$ cat config.mk
export PLATFORM = sky130hd
export DESIGN_NAME = gfx_sched_mailbox_flat
export DESIGN_NICKNAME = d
export VERILOG_FILES = /design/src/rtl/gfx_pkg.sv /design/src/rtl/gfx_axil.sv /design/src/rtl/gfx_fifo.sv /design/src/rtl/gfx_sched_mailbox.sv /design/src/flat_wrapper.sv
export SDC_FILE = /design/constraint.sdc
export NUM_CORES = 1
export LEC_CHECK = 0
export ABC_CLOCK_PERIOD_IN_PS = 5500
export BUFFER_PORTS_ARGS = -buffer_cell sky130_fd_sc_hd__buf_4
export CELL_PAD_IN_SITES_DETAIL_PLACEMENT = 2
export CELL_PAD_IN_SITES_GLOBAL_PLACEMENT = 2
export CORE_UTILIZATION = 47
export DETAILED_ROUTE_END_ITERATION = 12
export HOLD_SLACK_MARGIN = 0.05
export PLACE_DENSITY_LB_ADDON = 0.1
export SLEW_MARGIN = 10
export SYNTH_ARGS = -nofsm -noshare
export SYNTH_HDL_FRONTEND = slang
export SYNTH_SLANG_ARGS = --single-unit
$ cat constraint.sdc
create_clock -name clk -period 5.5 [get_ports clk]
set_input_delay 0.825 -clock clk [delete_from_list [all_inputs] [get_ports clk]]
set_output_delay 0.825 -clock clk [all_outputs]
set_load 0.01 [all_outputs]
$ cat src/rtl/gfx_pkg.sv
// gfx shared package: mailbox register offsets,
// status bit positions and status word layout.
package gfx_pkg;

  localparam logic [31:0] GFX_MBOX_STATUS   = 32'h0;
  localparam logic [31:0] GFX_MBOX_CMD_POP  = 32'h4;
  localparam logic [31:0] GFX_MBOX_REPLY    = 32'h8;
  localparam logic [31:0] GFX_MBOX_IRQ_CTRL = 32'hC;

  localparam int GFX_ST_CMD_EMPTY  = 16;
  localparam int GFX_ST_REPLY_FULL = 17;
  localparam int GFX_ST_POP_UNF    = 18;
  localparam int GFX_ST_REPLY_OVF  = 19;

  typedef struct packed {
    logic [11:0] rsvd;
    logic        reply_ovf;
    logic        pop_unf;
    logic        reply_full;
    logic        cmd_empty;
    logic [15:0] cmd_count;
  } gfx_mbox_status_t;

  typedef enum logic {
    WR_IDLE,
    WR_RESP
  } gfx_wr_st_e;

  typedef enum logic {
    RD_IDLE,
    RD_RESP
  } gfx_rd_st_e;

  function automatic logic [1:0] gfx_reg_idx(
    input logic [31:0] off
  );
    return off[3:2];
  endfunction

endpackage

$ cat src/rtl/gfx_axil.sv
// gfx_axil: AXI-lite bundle without strobes or resp.
// Slave and master views via modports.
interface gfx_axil;
  logic        awvalid;
  logic        awready;
  logic [31:0] awaddr;
  logic        wvalid;
  logic        wready;
  logic [31:0] wdata;
  logic        bvalid;
  logic        bready;
  logic        arvalid;
  logic        arready;
  logic [31:0] araddr;
  logic        rvalid;
  logic        rready;
  logic [31:0] rdata;

  modport s (
    input  awvalid, awaddr, wvalid, wdata,
    input  bready, arvalid, araddr, rready,
    output awready, wready, bvalid,
    output arready, rvalid, rdata
  );

  modport m (
    output awvalid, awaddr, wvalid, wdata,
    output bready, arvalid, araddr, rready,
    input  awready, wready, bvalid,
    input  arready, rvalid, rdata
  );
endinterface

$ cat src/rtl/gfx_fifo.sv
// gfx_fifo: synchronous show-ahead FIFO.
// Push is accepted when full only alongside a pop.
module gfx_fifo #(
  parameter  int WIDTH = 32,
  parameter  int DEPTH = 16,
  localparam int AW    = $clog2(DEPTH),
  localparam int CW    = AW + 1
) (
  input  logic             clk,
  input  logic             rst_n,
  input  logic             push,
  input  logic [WIDTH-1:0] din,
  input  logic             pop,
  output logic [WIDTH-1:0] dout,
  output logic             full,
  output logic             empty,
  output logic [CW-1:0]    count
);

  logic [WIDTH-1:0] mem [DEPTH];
  logic [AW-1:0]    wr_ptr;
  logic [AW-1:0]    rd_ptr;
  logic [CW-1:0]    cnt;
  logic             push_ok;
  logic             pop_ok;

  assign full    = (cnt == CW'(DEPTH));
  assign empty   = (cnt == '0);
  assign pop_ok  = pop & ~empty;
  assign push_ok = push & (~full | pop);
  assign dout    = mem[rd_ptr];
  assign count   = cnt;

  // storage write, contents need no reset
  always_ff @(posedge clk) begin
    if (push_ok) mem[wr_ptr] <= din;
  end

  // pointers wrap naturally, count tracks occupancy
  always_ff @(posedge clk or negedge rst_n) begin
    if (!rst_n) begin
      wr_ptr <= '0;
      rd_ptr <= '0;
      cnt    <= '0;
    end else begin
      if (push_ok) wr_ptr <= wr_ptr + AW'(1);
      if (pop_ok)  rd_ptr <= rd_ptr + AW'(1);
      cnt <= cnt + CW'(push_ok) - CW'(pop_ok);
    end
  end

endmodule

$ cat src/rtl/gfx_sched_mailbox.sv
// gfx_sched_mailbox: host/scheduler command and
// reply mailbox behind an AXI-lite slave port.
module gfx_sched_mailbox
  import gfx_pkg::*;
#(
  parameter int CMD_DEPTH   = 16,
  parameter int REPLY_DEPTH = 8
) (
  input  logic        clk,
  input  logic        rst_n,
  gfx_axil.s          axis,
  input  logic        cmd_valid,
  output logic        cmd_ready,
  input  logic [31:0] cmd_data,
  output logic        reply_valid,
  input  logic        reply_ready,
  output logic [31:0] reply_data,
  output logic        irq_cmd
);

  localparam int CCW = $clog2(CMD_DEPTH) + 1;
  localparam int RCW = $clog2(REPLY_DEPTH) + 1;

  gfx_wr_st_e       wr_st;
  gfx_rd_st_e       rd_st;
  gfx_mbox_status_t status;
  logic             alive;
  logic             irq_en;
  logic             pop_unf;
  logic             reply_ovf;
  logic [31:0]      rdata_q;
  logic [31:0]      rdata_nxt;
  logic             cmd_full;
  logic             cmd_empty;
  logic [CCW-1:0]   cmd_count;
  logic [CCW-1:0]   cmd_count_nxt;
  logic [31:0]      cmd_head;
  logic             reply_full;
  logic             reply_empty;
  logic [RCW-1:0]   reply_count;
  logic [1:0]       wsel;
  logic [1:0]       rsel;
  logic             wr_fire;
  logic             rd_fire;
  logic             cmd_push;
  logic             cmd_pop_req;
  logic             cmd_pop;
  logic             reply_push;
  logic             reply_pop;
  logic             unf_set;
  logic             ovf_set;
  logic             irq_wr;
  logic             st_clr;
  logic             irq_en_nxt;
  logic             unused_ok;

  assign wsel = axis.awaddr[3:2];
  assign rsel = axis.araddr[3:2];

  // alive keeps every AXI ready low during reset
  assign wr_fire = alive & axis.awvalid
                 & axis.wvalid
                 & (wr_st == WR_IDLE);
  assign axis.awready = wr_fire;
  assign axis.wready  = wr_fire;
  assign axis.bvalid  = (wr_st == WR_RESP);
  assign axis.arready = alive & (rd_st == RD_IDLE);
  assign axis.rvalid  = (rd_st == RD_RESP);
  assign axis.rdata   = rdata_q;
  assign rd_fire = axis.arvalid & axis.arready;

  assign cmd_ready   = ~cmd_full;
  assign cmd_push    = cmd_valid & cmd_ready;
  assign cmd_pop_req = rd_fire
    & (rsel == gfx_reg_idx(GFX_MBOX_CMD_POP));
  assign cmd_pop = cmd_pop_req & ~cmd_empty;
  assign unf_set = cmd_pop_req & cmd_empty;

  assign reply_valid = ~reply_empty;
  assign reply_pop   = reply_valid & reply_ready;
  assign reply_push  = wr_fire
    & (wsel == gfx_reg_idx(GFX_MBOX_REPLY));
  assign ovf_set = reply_push & reply_full
                 & ~reply_pop;

  assign irq_wr = wr_fire
    & (wsel == gfx_reg_idx(GFX_MBOX_IRQ_CTRL));
  assign st_clr     = irq_wr & axis.wdata[1];
  assign irq_en_nxt = irq_wr ? axis.wdata[0]
                             : irq_en;
  assign cmd_count_nxt = cmd_count
                       + CCW'(cmd_push)
                       - CCW'(cmd_pop);

  assign unused_ok = ^{axis.awaddr[31:4],
                       axis.awaddr[1:0],
                       axis.araddr[31:4],
                       axis.araddr[1:0],
                       reply_count};

  gfx_fifo #(
    .WIDTH (32),
    .DEPTH (CMD_DEPTH)
  ) u_cmd_fifo (
    .clk   (clk),
    .rst_n (rst_n),
    .push  (cmd_push),
    .din   (cmd_data),
    .pop   (cmd_pop),
    .dout  (cmd_head),
    .full  (cmd_full),
    .empty (cmd_empty),
    .count (cmd_count)
  );

  gfx_fifo #(
    .WIDTH (32),
    .DEPTH (REPLY_DEPTH)
  ) u_reply_fifo (
    .clk   (clk),
    .rst_n (rst_n),
    .push  (reply_push),
    .din   (axis.wdata),
    .pop   (reply_pop),
    .dout  (reply_data),
    .full  (reply_full),
    .empty (reply_empty),
    .count (reply_count)
  );

  // live status word as seen by a STATUS read
  always_comb begin
    status            = '0;
    status.cmd_count  = 16'(cmd_count);
    status.cmd_empty  = cmd_empty;
    status.reply_full = reply_full;
    status.pop_unf    = pop_unf;
    status.reply_ovf  = reply_ovf;
  end

  // read mux, sampled at the AR handshake
  always_comb begin
    rdata_nxt = '0;
    unique case (1'b1)
      rsel == gfx_reg_idx(GFX_MBOX_STATUS):
        rdata_nxt = status;
      rsel == gfx_reg_idx(GFX_MBOX_CMD_POP):
        rdata_nxt = cmd_empty ? '0 : cmd_head;
      rsel == gfx_reg_idx(GFX_MBOX_IRQ_CTRL):
        rdata_nxt = {31'b0, irq_en};
      default:
        rdata_nxt = '0;
    endcase
  end

  // AXI FSMs, control registers and the irq level
  always_ff @(posedge clk or negedge rst_n) begin
    if (!rst_n) begin
      alive     <= 1'b0;
      wr_st     <= WR_IDLE;
      rd_st     <= RD_IDLE;
      rdata_q   <= '0;
      irq_en    <= 1'b0;
      pop_unf   <= 1'b0;
      reply_ovf <= 1'b0;
      irq_cmd   <= 1'b0;
    end else begin
      alive <= 1'b1;
      unique case (wr_st)
        WR_IDLE: if (wr_fire)     wr_st <= WR_RESP;
        WR_RESP: if (axis.bready) wr_st <= WR_IDLE;
        default:                  wr_st <= WR_IDLE;
      endcase
      unique case (rd_st)
        RD_IDLE: if (rd_fire) begin
          rd_st   <= RD_RESP;
          rdata_q <= rdata_nxt;
        end
        RD_RESP: if (axis.rready) rd_st <= RD_IDLE;
        default:                  rd_st <= RD_IDLE;
      endcase
      irq_en <= irq_en_nxt;
      if (unf_set)     pop_unf <= 1'b1;
      else if (st_clr) pop_unf <= 1'b0;
      if (ovf_set)     reply_ovf <= 1'b1;
      else if (st_clr) reply_ovf <= 1'b0;
      irq_cmd <= irq_en_nxt & (cmd_count_nxt != '0);
    end
  end

endmodule

$ cat src/flat_wrapper.sv
// flat-port wrapper written by rule: the top's interface ports become plain ports
module gfx_sched_mailbox_flat import gfx_pkg::*;
#(
  parameter int CMD_DEPTH   = 16,
  parameter int REPLY_DEPTH = 8
)
  (clk, rst_n, cmd_valid, cmd_ready, cmd_data, reply_valid, reply_ready, reply_data, irq_cmd, axis_awvalid, axis_awaddr, axis_wvalid, axis_wdata, axis_bready, axis_arvalid, axis_araddr, axis_rready, axis_awready, axis_wready, axis_bvalid, axis_arready, axis_rvalid, axis_rdata);
  gfx_axil axis_i ();
  input  logic clk;
  input  logic rst_n;
  input  logic cmd_valid;
  output logic cmd_ready;
  input  logic [31:0] cmd_data;
  output logic reply_valid;
  input  logic reply_ready;
  output logic [31:0] reply_data;
  output logic irq_cmd;
  input wire logic [$bits(axis_i.awvalid)-1:0] axis_awvalid;
  input wire logic [$bits(axis_i.awaddr)-1:0] axis_awaddr;
  input wire logic [$bits(axis_i.wvalid)-1:0] axis_wvalid;
  input wire logic [$bits(axis_i.wdata)-1:0] axis_wdata;
  input wire logic [$bits(axis_i.bready)-1:0] axis_bready;
  input wire logic [$bits(axis_i.arvalid)-1:0] axis_arvalid;
  input wire logic [$bits(axis_i.araddr)-1:0] axis_araddr;
  input wire logic [$bits(axis_i.rready)-1:0] axis_rready;
  output wire logic [$bits(axis_i.awready)-1:0] axis_awready;
  output wire logic [$bits(axis_i.wready)-1:0] axis_wready;
  output wire logic [$bits(axis_i.bvalid)-1:0] axis_bvalid;
  output wire logic [$bits(axis_i.arready)-1:0] axis_arready;
  output wire logic [$bits(axis_i.rvalid)-1:0] axis_rvalid;
  output wire logic [$bits(axis_i.rdata)-1:0] axis_rdata;
  assign axis_i.awvalid = axis_awvalid;
  assign axis_i.awaddr = axis_awaddr;
  assign axis_i.wvalid = axis_wvalid;
  assign axis_i.wdata = axis_wdata;
  assign axis_i.bready = axis_bready;
  assign axis_i.arvalid = axis_arvalid;
  assign axis_i.araddr = axis_araddr;
  assign axis_i.rready = axis_rready;
  assign axis_awready = axis_i.awready;
  assign axis_wready = axis_i.wready;
  assign axis_bvalid = axis_i.bvalid;
  assign axis_arready = axis_i.arready;
  assign axis_rvalid = axis_i.rvalid;
  assign axis_rdata = axis_i.rdata;
  gfx_sched_mailbox #(.CMD_DEPTH(CMD_DEPTH), .REPLY_DEPTH(REPLY_DEPTH)) u_core (.clk(clk), .rst_n(rst_n), .axis(axis_i), .cmd_valid(cmd_valid), .cmd_ready(cmd_ready), .cmd_data(cmd_data), .reply_valid(reply_valid), .reply_ready(reply_ready), .reply_data(reply_data), .irq_cmd(irq_cmd));
endmodule
### Word level (Yosys, flattened, before mapping)

Memories as Yosys holds them, arrays and structs flattened.
Index checks and enable logic that the tools add are counted.

* bits in registers: 62
* memories kept: 2
* bits in writable memories: 768

* multiplexer cells: 16
* reductions and logical operators: 7
* add/sub/neg operators: 10
* bitwise operators: 29
* eq/ne operators: 6

Memory list
* u_core.u_cmd_fifo.mem: words 16, width 32, read ports 1, clocked after memory_dff 0, write ports 1, RTL line gfx_fifo.sv:20 `logic [WIDTH-1:0] mem [DEPTH];`
* u_core.u_reply_fifo.mem: words 8, width 32, read ports 1, clocked after memory_dff 0, write ports 1, RTL line gfx_fifo.sv:20

Operator list (count)
* $pmux 32 s3: 1
* $mux 32: 1
* $and 1x1->1: 20
* $mux 1: 12
* $add 5x1->5: 2
* $sub 5x1->5: 2
* $add 4x1->4 const B: 2
* $not 1->1: 7
* $add 3x1->3 const B: 2
* $eq 2x2->1 const B: 3
* $eq 5x5->1 const B: 1
* $logic_not 5->1: 1
* $reduce_bool 5->1: 1
* $add 4x1->4: 1
* $eq 4x4->1 const B: 1
* $logic_not 4->1: 1
* $pmux 1 s2: 2
* $reduce_bool 2->1: 2
* $sub 4x1->4: 1
* $eq 2x1->1 const B: 1
* $logic_not 2->1: 1
* $or 1x1->1: 2
* $reduce_and 2->1: 1

### Longest topological paths before layout

* word-level depth: 9
* gate-level depth with buffers: 15
* gate-level depth less buffers: 14

### Modules after synthesis

Synthesis repeated with hierarchy kept, for this count alone.

* cell total of the unflattened synthesis: 1579
* area, all modules: 32449.9 um2

By module, submodules not included
* gfx_fifo (u_core.u_cmd_fifo): seq. area each 15700.1 um2, instances 1, cells an instance 1006, area each 20374.5 um2
* gfx_fifo (u_core.u_reply_fifo): seq. area each 7937.6 um2, instances 1, cells an instance 427, area each 10302.4 um2
* gfx_sched_mailbox: seq. area each 975.9 um2, instances 1, cells an instance 146, area each 1773.0 um2

### Least setup slack after synthesis

Ideal clock, no wire load.

* kind: input to register
* start: in axis_awvalid
* end: mem u_core.u_reply_fifo.mem[4][0] (enable)
* data required time: 5.032 ns
* arrival: 4.142 ns
* buffers on the path: 1
* slack: 0.890 ns
* stages on the path: 5
* setup time: 0.468 ns
* cells stage by stage: and4b_1 clkbuf_1 o2111a_1 nand2b_1 nor3b_1

* cells in the longest elaborated chain, start to end: 7

Ends and longest elaborated chain
* from (decl): RTL line flat_wrapper.sv:18 `input wire logic [$bits(axis_i.awvalid)-1:0] axis_awvalid;`
* $and 1x1->1: RTL line gfx_sched_mailbox.sv:61 `assign wr_fire = alive & axis.awvalid`
* $and 1x1->1: RTL line gfx_sched_mailbox.sv:62 `& axis.wvalid`
* $and 1x1->1: RTL line gfx_sched_mailbox.sv:63 `& (wr_st == WR_IDLE);`
* via axis_awready: RTL line flat_wrapper.sv:26 `output wire logic [$bits(axis_i.awready)-1:0] axis_awready;`
* $and 1x1->1: RTL line gfx_sched_mailbox.sv:82 `& (wsel == gfx_reg_idx(GFX_MBOX_REPLY));`
* $and 1x1->1: RTL line gfx_fifo.sv:30 `assign push_ok = push & (~full | pop);`
* $mux 1: RTL line gfx_fifo.sv:36 `if (push_ok) mem[wr_ptr] <= din;`
* $mux 1 (implied by the code): RTL line gfx_fifo.sv:36
* to (decl): RTL line gfx_fifo.sv:20

The timed path passes the listed nets, and every way through them passes these cells.

### Worst setup path in the final report

* start: reg u_core.u_reply_fifo.rd_ptr[1]
* end: out reply_data[17]

* cells in the longest elaborated chain, start to end: 1

Ends and longest elaborated chain
* from (decl): RTL line gfx_fifo.sv:22 `logic [AW-1:0] rd_ptr;`
* from (signal assigned): RTL line gfx_fifo.sv:47 `if (pop_ok) rd_ptr <= rd_ptr + AW'(1);`
* $mem_v2 8x32
* to (decl): RTL line flat_wrapper.sv:16 `output logic [31:0] reply_data;`

No other way between the ends.

==> results.sh <==
export IMPL_finish_instance_area_um2=37300
export IMPL_p_int_mw=13.3
export IMPL_num_nets_final=1842
export IMPL_startpoint_type="flip-flop"
export IMPL_placedCellCount=2463
export IMPL_clock_sink_count=830
export IMPL_synth_seq_area_share_pct=77.0
export IMPL_synth_edf_count=768
export IMPL_p_comb_share_pct=24.3
export IMPL_die_area_um2=69000
export IMPL_wl_per_cell_um=34.5
export IMPL_ir_drop_v=0.000376
export IMPL_clkLatencyLatePin_ns=0.65
export IMPL_clkTransAtPathRegs_ns=0.06
export IMPL_setup_tns_final_ns=0
export IMPL_cts_hold_buf=1
export IMPL_cts_path_max_buffers=3
export IMPL_seqPwrFrac_pct=43.1
export IMPL_grt_max_degree=68
export IMPL_placementRows=95
export IMPL_syn_instance_count=1474
export IMPL_core_um2=67300
export IMPL_fin_crit_ns=3.95
export IMPL_final_cell_count_no_fill=2626
export IMPL_p_leak_nw=12.5
export IMPL_run_status="finished, final reports clean"
export IMPL_final_setup_skew_ns=0.0344
export IMPL_worst_slew_margin_rel_pct=14.7
export IMPL_route_detailed_vias_per_inst=6.02
export IMPL_total_cts_buffers=87
export IMPL_timing_setup_critical_path_class="reg -> out"
export IMPL_synth_seq_cells=830
export IMPL_cts_setup_buffers=0
export IMPL_drt_total_wl_um=90700
export IMPL_synthesis_yosys_warnings=0
export IMPL_drv_slew=0
export IMPL_root_buffer="clkbuf_16"
export IMPL_share_clk_of_total_power_pct=32.5
export IMPL_timing_critical_path_to_type="output pin"
export IMPL_first_pass_grt_wire_length_um=131000
export IMPL_initial_antenna_violation_count=2
export IMPL_grt_setup_unrepaired="no"
export IMPL_crit_required_ns=4.68
export IMPL_first_global_vias=18100
export IMPL_synth_ff_type="edfxtp_1"
export IMPL_cts_htree_levels=3
export IMPL_post_route_cells_drive_above_1_share_pct=32.9
export IMPL_tightestPinTransition_ns=1.28
export IMPL_final_hold_viol_count=0
export IMPL_drt_antenna_violating_nets=0
export IMPL_post_dp_hpwl_um=52100
export IMPL_synth_cell_types=49
export IMPL_synthesis_nets=1636
export IMPL_critical_path_max_fanout=34
export IMPL_grt_util_all_layers_pct=26.8
export IMPL_drc_violation_count_after_routing=0
export IMPL_final_util_pct=55.4
export IMPL_initial_core_utilization_pct=47.5
export IMPL_total_overflow_reported_by_the_global_router=0
export IMPL_switchingPower_mw=5.42
export IMPL_dr_first_iter_drc_count=1293
export IMPL_port_buffer_count=148
export IMPL_place_worst_setup_slack_ns=1.92
export IMPL_fin_crit_sh_pct=71.8
export IMPL_route_vias_total=15800
export IMPL_setup_slack_ns=1.55
export IMPL_n_fill_cell=5604
export IMPL_report_final_setup_viol=0
export IMPL_detailed_place_area_um2=34300
export IMPL_post_cts_resize_count=0
export IMPL_timing_hold_worst_class="in -> reg"
export IMPL_place_gp_congestion=0.707
export IMPL_asyncSetResetFlopFracSynth_pct=7.47
export IMPL_fmax_ghz=0.253
export IMPL_switching_share_of_power_pct=29.0
export IMPL_postSynthAreaPerCell_um2=21.7
export IMPL_arrival_ns=3.13
export IMPL_cts_tree="built"
export IMPL_netlist_area_um2=32000
export IMPL_hold_worst_slack_ns=0.375
export IMPL_die_height_um=263
export IMPL_power_density_over_cell_area_nw_per_um2=502
export IMPL_areaGrowthSynthToFinish_pct=16.6
export IMPL_design_portCount=209
export IMPL_power_total_mw=18.7
export IMPL_chipWidth_um=263
export IMPL_drv_max_cap_violation_count=0
export IMPL_dr_pass1_iters=5
[area by class of cell]
class	instances	area, µm²	share of cell area [%]
timing repair buffer	192	1490	4.01
sequential	830	24600	66.1
antenna	1	2.50	0.00672
tap	873	1090	2.93
clock inverter	43	464	1.25
clock buffer	118	2450	6.57
inverter	32	120	0.322
multi-input combinational	537	7020	18.8
[kinds of logic (layout without fill, tap and decap cells)]
logic type                 Yosys count  after routing  synth area share, %
other                                1              2               0.0117
buffers and inverters              107            385                 1.58
muxes                              249            249                 15.1
AOI/OAI and AO/OA                  136            136                 2.98
DFF                                830            830                 77.0
and+or+nand+nor                    108            108                 1.73
adders and majority gates           25             25                 1.05
xor gates and xnor gates            18             18                0.493
[critical path, cell delays in order, from the launching register on]
cell	delay [ns]
dfrtp_2	0.99
buf_4	0.59
mux4_2	0.40
mux2_2	0.30
buf_4	0.15
[cells in the final DEF (no fill, tap or decap), types with 8 or more instances in the layout]
master,netlist,layout
mux4_2,184,184
clkinv_1,1,13
clkbuf_1,38,19
edfxtp_1,768,768
a22oi_1,50,50
clkbuf_8,0,9
ha_1,22,22
a21o_1,27,27
nand2_1,27,27
buf_4,7,187
mux2_2,36,36
mux2i_1,29,29
inv_1,31,31
clkinv_2,0,12
nor2_1,25,8
bufinv_16,0,9
dfrtp_1,62,58
a21oi_1,31,31
nand3_1,12,12
xnor2_1,14,14
clkbuf_16,0,90
nor2_4,0,16
[registers in the layout, indices dropped and copies added (netlist names)]
name and cells:
u_core.u_reply_fifo.count 4, u_core.u_cmd_fifo.wr_ptr 4, u_core.alive 1, u_core.irq_en 1
u_core.u_reply_fifo.mem 256, u_core.u_cmd_fifo.mem 512, u_core.u_cmd_fifo.rd_ptr 4, u_core.axis.bvalid 1
u_core.axis.rdata 32, u_core.pop_unf 1, u_core.u_reply_fifo.wr_ptr 3, u_core.u_reply_fifo.rd_ptr 3
u_core.reply_ovf 1, u_core.axis.rvalid 1, u_core.u_cmd_fifo.count 5, u_core.irq_cmd 1
[cell usage after synthesis (22+ instances only)]
cell type,instances,area share [%]
ha_1,22,0.86
edfxtp_1,768,72
mux2_2,36,1.3
inv_1,31,0.36
nor2_1,25,0.29
a21o_1,27,0.63
mux2i_1,29,0.91
a21oi_1,31,0.49
nand2_1,27,0.32
clkbuf_1,38,0.45
mux4_2,184,13
a22oi_1,50,1.2
dfrtp_1,62,4.9
[path summary, 6_finish.rpt]
check / start / to / slack [ns] / depth (start not counted)
hold / removal: axis_rready / u_core.axis.rvalid$_DFF_PN0_ / 0.38 / 2
max in group asynchronous: rst_n / u_core.u_cmd_fifo.rd_ptr[0]$_DFFE_PN0P_ / 3.61 / 3
setup reg to reg: u_core.u_cmd_fifo.count[2]$_DFF_PN0_ / u_core.u_cmd_fifo.mem[13][12]$_DFFE_PP_ / 1.98 / 7
min in group asynchronous: rst_n / u_core.axis.rdata[13]$_DFFE_PN0P_ / 0.61 / 2
hold reg to reg: u_core.axis.rdata[30]$_DFFE_PN0P_ / u_core.axis.rdata[30]$_DFFE_PN0P_ / 0.49 / 1
setup / recovery: u_core.u_reply_fifo.rd_ptr[1]$_DFFE_PN0P_ / reply_data[17] / 1.55 / 4
[layer usage]
metal / wire length, µm / global-route usage [%] / part of all wire, % / up-vias
met1: 34300 / 31.8 / 38 / 8617
li1: - / - / - / 6523
met5: 17 / 0 / 0.019 / -
met4: 2250 / 8.28 / 2.5 / 2
met3: 4100 / 3.77 / 4.5 / 144
met2: 50000 / 50.0 / 55 / 527
[power groups by stage]
stage / Sequential, mW / Combinational, mW / Clock (mW)
finish: 8.06 / 4.55 / 6.08
global route: 8.13 / 4.84 / 6.37
CTS: 8.08 / 4.63 / 6.19
detailed placement: 8.18 / 4.56 / 0
global placement: 8.10 / 4.34 / 0
floorplan: 7.77 / 3.26 / 0
No activity file was read; power rests on OpenSTA's default activity.
